$ cat config.mk
export PLATFORM = sky130hd
export DESIGN_NAME = seg7_coord_scheduler
export DESIGN_NICKNAME = d
export VERILOG_FILES = /design/src/rtl/seg7_coord_scheduler.sv
export SDC_FILE = /design/constraint.sdc
export NUM_CORES = 1
export LEC_CHECK = 0
export BUFFER_PORTS_ARGS = -buffer_cell sky130_fd_sc_hd__buf_2
export CORE_ASPECT_RATIO = 0.8
export CORE_MARGIN = 2
export CORE_UTILIZATION = 55
export CTS_CLUSTER_SIZE = 24
export DETAILED_ROUTE_END_ITERATION = 10
export PLACE_DENSITY_LB_ADDON = 0.15
export SYNTH_ARGS = -nofsm -noshare
export SYNTH_HDL_FRONTEND = slang
export SYNTH_SLANG_ARGS = --single-unit
$ cat constraint.sdc
create_clock -name CLK -period 4.3 [get_ports CLK]
set_input_delay 1.075 -clock CLK [delete_from_list [all_inputs] [get_ports CLK]]
set_output_delay 1.075 -clock CLK [all_outputs]
set_load 0.01 [all_outputs]
$ cat src/rtl/seg7_coord_scheduler.sv
// ---------------------------------------------------------------------------
// seg7_coord_scheduler
//
// Bus master that drives the 7-segment region peripheral on the shared 8-bit
// write bus. X is written to BASE_ADDR and Y to BASE_ADDR+1, always as an
// unsplit X-then-Y pair. Two requesters share the peripheral:
//   - slot0: mouse coordinate stream, latest value wins, no back-pressure.
//   - slot1: override source, valid/ready handshake, higher priority. After
//            an override pair, mouse pairs are held off for OVR_HOLD cycles.
// Every pair is followed by MIN_GAP idle cycles before the next may start.
//
// Handshake (override): a transfer happens on a rising CLK edge where
// O_VALID && O_READY. O_READY is registered and equals !pend1, so it drops
// the cycle after acceptance and rises the cycle after the slot is consumed.
//
// Ports:
//   CLK      in   1  system clock, all state on rising edge
//   RESET_N  in   1  asynchronous active-low reset
//   M_X/M_Y  in   8  mouse coordinate
//   M_VALID  in   1  mouse sample strobe (always accepted)
//   O_X/O_Y  in   8  override coordinate
//   O_VALID  in   1  override request
//   O_READY  out  1  override slot empty
//   BUS_GNT  in   1  write bus granted to this master
//   BUS_ADDR out  8  bus address (0 when BUS_WE=0)
//   BUS_DATA out  8  bus data (0 when BUS_WE=0)
//   BUS_WE   out  1  single-cycle write strobe
//   BUSY     out  1  FSM not in IDLE
//   COAL_CNT out  8  saturating count of overwritten, never-sent mouse samples
// ---------------------------------------------------------------------------
module seg7_coord_scheduler #(
    parameter logic [7:0]  BASE_ADDR = 8'hD0,
    parameter int unsigned MIN_GAP   = 16,
    parameter int unsigned OVR_HOLD  = 1000
) (
    input  logic       CLK,
    input  logic       RESET_N,
    input  logic [7:0] M_X,
    input  logic [7:0] M_Y,
    input  logic       M_VALID,
    input  logic [7:0] O_X,
    input  logic [7:0] O_Y,
    input  logic       O_VALID,
    output logic       O_READY,
    input  logic       BUS_GNT,
    output logic [7:0] BUS_ADDR,
    output logic [7:0] BUS_DATA,
    output logic       BUS_WE,
    output logic       BUSY,
    output logic [7:0] COAL_CNT
);

    // Counter widths sized to hold the reload values.
    localparam int GW = (MIN_GAP  < 2) ? 1 : $clog2(MIN_GAP + 1);
    localparam int HW = (OVR_HOLD < 2) ? 1 : $clog2(OVR_HOLD + 1);

    typedef enum logic [1:0] {
        S_IDLE = 2'd0,
        S_WR_X = 2'd1,
        S_WR_Y = 2'd2,
        S_GAP  = 2'd3
    } state_t;

    // ---------------------------------------------------------------------
    // State and datapath registers
    // ---------------------------------------------------------------------
    state_t          r_state;
    state_t          w_state_nxt;

    logic            r_pend0;
    logic [7:0]      r_s0_x;
    logic [7:0]      r_s0_y;
    logic            r_pend1;
    logic [7:0]      r_s1_x;
    logic [7:0]      r_s1_y;

    logic [7:0]      r_wx;
    logic [7:0]      r_wy;
    logic            r_is_ovr;

    logic [GW-1:0]   r_gap;
    logic [HW-1:0]   r_hold;

    logic            r_bus_we;
    logic [7:0]      r_bus_addr;
    logic [7:0]      r_bus_data;
    logic            r_o_ready;
    logic            r_busy;
    logic [7:0]      r_coal;

    // ---------------------------------------------------------------------
    // Combinational next-state / next-output signals
    // ---------------------------------------------------------------------
    logic            w_sel_ovr;
    logic            w_sel_mouse;
    logic            w_we_nxt;
    logic [7:0]      w_addr_nxt;
    logic [7:0]      w_data_nxt;
    logic [GW-1:0]   w_gap_nxt;
    logic            w_hold_reload;
    logic [HW-1:0]   w_hold_nxt;
    logic            w_accept_ovr;
    logic            w_pend0_nxt;
    logic            w_pend1_nxt;
    logic            w_coal_inc;

    // ---------------------------------------------------------------------
    // FSM: state register
    // ---------------------------------------------------------------------
    always_ff @(posedge CLK or negedge RESET_N) begin
        if (!RESET_N) begin
            r_state <= S_IDLE;
        end else begin
            r_state <= w_state_nxt;
        end
    end

    // ---------------------------------------------------------------------
    // FSM: next state, slot selection and next bus outputs
    // ---------------------------------------------------------------------
    always_comb begin
        w_state_nxt   = r_state;
        w_sel_ovr     = 1'b0;
        w_sel_mouse   = 1'b0;
        w_we_nxt      = 1'b0;
        w_addr_nxt    = 8'h00;
        w_data_nxt    = 8'h00;
        w_gap_nxt     = r_gap;
        w_hold_reload = 1'b0;

        case (r_state)
            S_IDLE: begin
                // Override wins regardless of the hold window; the mouse
                // is only eligible once the hold window has expired.
                if (r_pend1) begin
                    w_sel_ovr   = 1'b1;
                    w_state_nxt = S_WR_X;
                end else if (r_pend0 && (r_hold == '0)) begin
                    w_sel_mouse = 1'b1;
                    w_state_nxt = S_WR_X;
                end
            end

            S_WR_X: begin
                if (BUS_GNT) begin
                    w_we_nxt    = 1'b1;
                    w_addr_nxt  = BASE_ADDR;
                    w_data_nxt  = r_wx;
                    w_state_nxt = S_WR_Y;
                end
            end

            S_WR_Y: begin
                // Without grant the pair simply pauses here; nothing else
                // can be selected until Y has gone out.
                if (BUS_GNT) begin
                    w_we_nxt      = 1'b1;
                    w_addr_nxt    = BASE_ADDR + 8'd1;
                    w_data_nxt    = r_wy;
                    w_gap_nxt     = GW'(MIN_GAP);
                    w_hold_reload = r_is_ovr;
                    w_state_nxt   = S_GAP;
                end
            end

            S_GAP: begin
                // Loaded with MIN_GAP, leave on the edge where it reads 1:
                // exactly MIN_GAP cycles are spent here.
                w_gap_nxt = r_gap - GW'(1);
                if (r_gap == GW'(1)) begin
                    w_state_nxt = S_IDLE;
                end
            end

            default: begin
                w_state_nxt = S_IDLE;
            end
        endcase
    end

    // ---------------------------------------------------------------------
    // Slot bookkeeping
    // ---------------------------------------------------------------------
    // Hold runs down every cycle regardless of state and floors at zero;
    // a completed override pair reloads it.
    always_comb begin
        w_hold_nxt = r_hold;
        if (w_hold_reload) begin
            w_hold_nxt = HW'(OVR_HOLD);
        end else if (r_hold != '0) begin
            w_hold_nxt = r_hold - HW'(1);
        end
    end

    // A new mouse sample on the same edge the slot is consumed is not a
    // coalesce: the old sample is leaving for the working registers.
    assign w_coal_inc   = M_VALID && r_pend0 && !w_sel_mouse && (r_coal != 8'hFF);
    assign w_pend0_nxt  = M_VALID || (r_pend0 && !w_sel_mouse);

    // O_READY is low whenever pend1 is set, so acceptance and consumption
    // of slot1 can never coincide.
    assign w_accept_ovr = O_VALID && r_o_ready;
    assign w_pend1_nxt  = w_accept_ovr || (r_pend1 && !w_sel_ovr);

    // ---------------------------------------------------------------------
    // Datapath registers
    // ---------------------------------------------------------------------
    always_ff @(posedge CLK or negedge RESET_N) begin
        if (!RESET_N) begin
            r_pend0    <= 1'b0;
            r_s0_x     <= 8'h00;
            r_s0_y     <= 8'h00;
            r_pend1    <= 1'b0;
            r_s1_x     <= 8'h00;
            r_s1_y     <= 8'h00;
            r_wx       <= 8'h00;
            r_wy       <= 8'h00;
            r_is_ovr   <= 1'b0;
            r_gap      <= '0;
            r_hold     <= '0;
            r_bus_we   <= 1'b0;
            r_bus_addr <= 8'h00;
            r_bus_data <= 8'h00;
            r_o_ready  <= 1'b1;
            r_busy     <= 1'b0;
            r_coal     <= 8'h00;
        end else begin
            // Slot0 (mouse): latest value wins.
            r_pend0 <= w_pend0_nxt;
            if (M_VALID) begin
                r_s0_x <= M_X;
                r_s0_y <= M_Y;
            end
            if (w_coal_inc) begin
                r_coal <= r_coal + 8'd1;
            end

            // Slot1 (override): single-entry handshaked buffer.
            r_pend1 <= w_pend1_nxt;
            if (w_accept_ovr) begin
                r_s1_x <= O_X;
                r_s1_y <= O_Y;
            end
            r_o_ready <= !w_pend1_nxt;

            // Working registers capture the slot contents before the slot
            // is overwritten on the same edge.
            if (w_sel_ovr) begin
                r_wx     <= r_s1_x;
                r_wy     <= r_s1_y;
                r_is_ovr <= 1'b1;
            end else if (w_sel_mouse) begin
                r_wx     <= r_s0_x;
                r_wy     <= r_s0_y;
                r_is_ovr <= 1'b0;
            end

            r_gap  <= w_gap_nxt;
            r_hold <= w_hold_nxt;

            r_bus_we   <= w_we_nxt;
            r_bus_addr <= w_addr_nxt;
            r_bus_data <= w_data_nxt;
            r_busy     <= (w_state_nxt != S_IDLE);
        end
    end

    // ---------------------------------------------------------------------
    // Outputs
    // ---------------------------------------------------------------------
    assign O_READY  = r_o_ready;
    assign BUS_WE   = r_bus_we;
    assign BUS_ADDR = r_bus_addr;
    assign BUS_DATA = r_bus_data;
    assign BUSY     = r_busy;
    assign COAL_CNT = r_coal;

endmodule

==> impl_metrics.csv <==
group,metric,value,unit
timing,period_needed,2.35,ns
pwr,power_density,648,nW/um^2
clock_network,clock_path_buffers,2,
synthesis,asyncSetResetFlopFracSynth,1.00,
global_routing,grt-ovfl-total,0,
cells_and_area,design_area,4520,um^2
setup_path,timing.critical_path.slowest_cell_delay,0.82,ns
die,design.core.area,6960,um^2
global_routing,vias_in_the_first_global_route,2719,
setup_path,startpoint_type,"flip-flop",
synthesis,yosys-top-cells-count,"dfrtp_1 (88), mux2_2 (32), nand2_1 (30)",
setup_path,critical_path_arrival,2.55,ns
clock_network,ctsHoldBuffers,0,
global_routing,global_route.usage.met2,0.329,
timing,setup_viol,0,
global_routing,grt_pass1_wl,12700,um
timing,setup_tns,0,ns
synthesis,ys.flop_type,"dfrtp_1",
route,post-route-drc-count,0,
global_routing,antenna_violations_before_repair,0,
clock_network,cts_post_setup_buffers_inserted,0,
timing,timing.max_slew.rel_slack,0.285,
setup_path,critical_path.endpoint_type,"flip-flop",
setup_path,crit_path_max_fanout,32,
clock_network,clk_root_buffer_cell,"clkbuf_8",
route,route.detailed.vias_per_inst,5.60,
run,drv.max_cap_violation_count,0,
pwr,leakage,2.14,nW
clock_network,insertion_delay,0.35,ns
setup_path,reg2reg_depth,4,
placed_design,port-buffer-count,59,
synthesis,yosys_reg_bits,89,
min_path,hold_class,"reg -> reg",
placed_design,gp_routability_congestion,0.823,
route,via_count,2764,
route,drtPass1Iterations,4,
global_routing,grtUsageMet1,0.271,
cells_and_area,nFillCells,581,
route,antenna_violating_nets_post_route,0,
timing,final_critical_path_setup_slack,1.95,ns
timing,final.setup_skew,0.00929,ns
route,drt_iter0_markers,125,
timing,hold_viol,0,
placed_design,detailed_place.area,4330,um^2
outcome,run_status,"completed",
timing,rsz0062_at_grt,"false",
die,fp.dieH,80.3,um
cells_and_area,syn2layout_area_growth,12.8,%
die,initial_utilization,0.576,
clock_network,clkSinkCount,89,
synthesis,ys.warnings.count,0,
timing,timing.final.max_slew_violations,0,
setup_path,standard_cell_with_the_maximum_stage_delay_on_the_critical_path,"o41a_1",
synthesis,syn-instance-count,349,
timing,max_clock_freq,426,MHz
die,die_w,99.4,um
placed_design,detailedPlacementHpwl,5120,um
cells_and_area,finalNonFillerCells,494,
die,ports,64,
timing,slew_worst_pin,1.07,ns
placed_design,dpl_worst_slack,1.91,ns
synthesis,synth_top_cell_area_share,0.550,
die,fp.dieArea,7980,um^2
setup_path,path_class,"reg -> reg",
clock_network,cts.reportedPaths.clkPinSlew,0.09,ns
cells_and_area,design.final.nets,450,
synthesis,post_synth_num_cell_types,50,
clock_network,tritoncts.num_buffers,9,
setup_path,timing.critical_path.required,4.50,ns
synthesis,synth-seq-area-share,0.556,
clock_network,post_cts_resized,0,
synthesis,number_of_synthesized_flops_with_an_enable_pin,0,
route,avgRoutedWirePerCell,14.9,um
timing,final.period_utilization,0.546,
pwr,power.total,2.93,mW
global_routing,maximum_number_of_pins_on_one_net_before_global_route_repair,64,
min_path,worstHoldPathCells,2,
die,rows,27,
global_routing,grt.busiest_layer,"met2",
cells_and_area,n_antenna_cell,0,
placed_design,placed_cells,479,
global_routing,groute.usage.overall,0.203,
clock_network,htreeDepth,3,
synthesis,yosysTopAreaCell,"dfrtp_1",
route,finalWirelength,7350,um
synthesis,synthMostInstantiatedCell,"dfrtp_1",
synthesis,synthTopCellsByArea,"dfrtp_1 (55%), mux2_2 (9.0%), mux2i_1 (4.5%)",
synthesis,syn_avg_cell_area,11.5,um^2
global_routing,use_met3,0.0574,
setup_path,crit_path_cell_trace,"or4_4 -> o41a_1 -> nand2_1 -> o21ai_1",
synthesis,synth_area,4010,um^2
clock_network,cts_tree,"built",
pwr,peakVddDrop,308,uV
setup_path,setup_slack_reg_to_reg,1.95,ns
cells_and_area,drive_gt1_frac,0.278,
==> critical path: cells and delay by family, from the launching register on <==
kind / cells / cell delay (ns)
flops: 1 / 0.45
simple gates: 2 / 0.83
compound gates: 2 / 0.90
==> cell usage in the layout, fill, tap and decap left out, types with 3 or more instances in the layout <==
| cell type | instances |
|---|---|
| dfrtp_1 | 88 |
| buf_2 | 58 |
| mux2_2 | 32 |
| nand2_1 | 30 |
| nor2_1 | 20 |
| mux2i_1 | 18 |
| o21ai_1 | 16 |
| inv_1 | 14 |
| o21ai_0 | 13 |
| ha_1 | 10 |
| a22oi_1 | 9 |
| clkbuf_8 | 9 |
| xor2_1 | 8 |
| a21oi_1 | 7 |
| nor3_1 | 7 |
| nand3_1 | 7 |
| nand2b_1 | 5 |
| o31ai_1 | 4 |
| nand4_1 | 4 |
| nor4_1 | 4 |
| conb_1 | 4 |
| a211oi_1 | 3 |
==> area by class of cell <==
class                      count  area (um^2)  area share
clock buffer                  11          131      0.0291
clock inverter                 4         53.8      0.0119
inverter                      14         52.6      0.0116
multi-input combinational    229         1640       0.362
sequential                    89         2230       0.493
tap                           87          109      0.0241
timing repair buffer          60          305      0.0676
==> state kept, by name, indices dropped and copies added (netlist names), 2 cells and up <==
signal,flops
BUS_ADDR,2
BUS_DATA,8
COAL_CNT,8
r_gap,5
r_hold,10
r_s0_x,8
r_s0_y,8
r_s1_x,8
r_s1_y,8
r_state,2
r_wx,8
r_wy,8
==> kinds of logic (layout without fill, tap and decap cells) <==
family,Yosys count,in the layout,share of synthesized area
AOI/OAI and AO/OA,64,64,0.105
xor gates and xnor gates,10,10,0.0219
adders and majority gates,10,10,0.0312
buffers and inverters,34,89,0.0378
DFF,89,89,0.556
muxes,51,51,0.139
other,1,4,0.000936
and+or+nand+nor,90,90,0.108
==> path summary, 6_finish.rpt <==
path                                        from                    end
max                        r_hold[3]$_DFFE_PN0P_    r_wy[4]$_DFFE_PN0P_
min                          r_wx[7]$_DFFE_PN0P_    r_wx[7]$_DFFE_PN0P_
max reg2reg                r_hold[3]$_DFFE_PN0P_    r_wy[4]$_DFFE_PN0P_
min reg2reg                  r_wx[7]$_DFFE_PN0P_    r_wx[7]$_DFFE_PN0P_
max in group asynchronous                RESET_N  r_s0_y[7]$_DFFE_PN0P_
min in group asynchronous                RESET_N  r_hold[6]$_DFFE_PN0P_
==> through the flow <==
stage | hold slack (ns) | util
2_1_floorplan | 0.449 | -
3_3_place_gp | 0.470 | 0.622
3_5_place_dp | 0.476 | 0.622
4_1_cts | 0.494 | 0.649
5_1_grt | 0.516 | 0.649
6_report | 0.489 | 0.649
==> report_power, final <==
group / internal, mW / switching (mW)
logic: 0.459 / 0.514
registers: 1.14 / 0.265
clock network: 0.268 / 0.286
total: 1.86 / 1.06
==> metal layers <==
layer  vias up  wire [um]
met1      1359       3480
met3         9        319
li1       1334          -
met2        62       3460
met5         -          0
met4         0         91
Note: power is estimated with default switching activity, not from simulation.
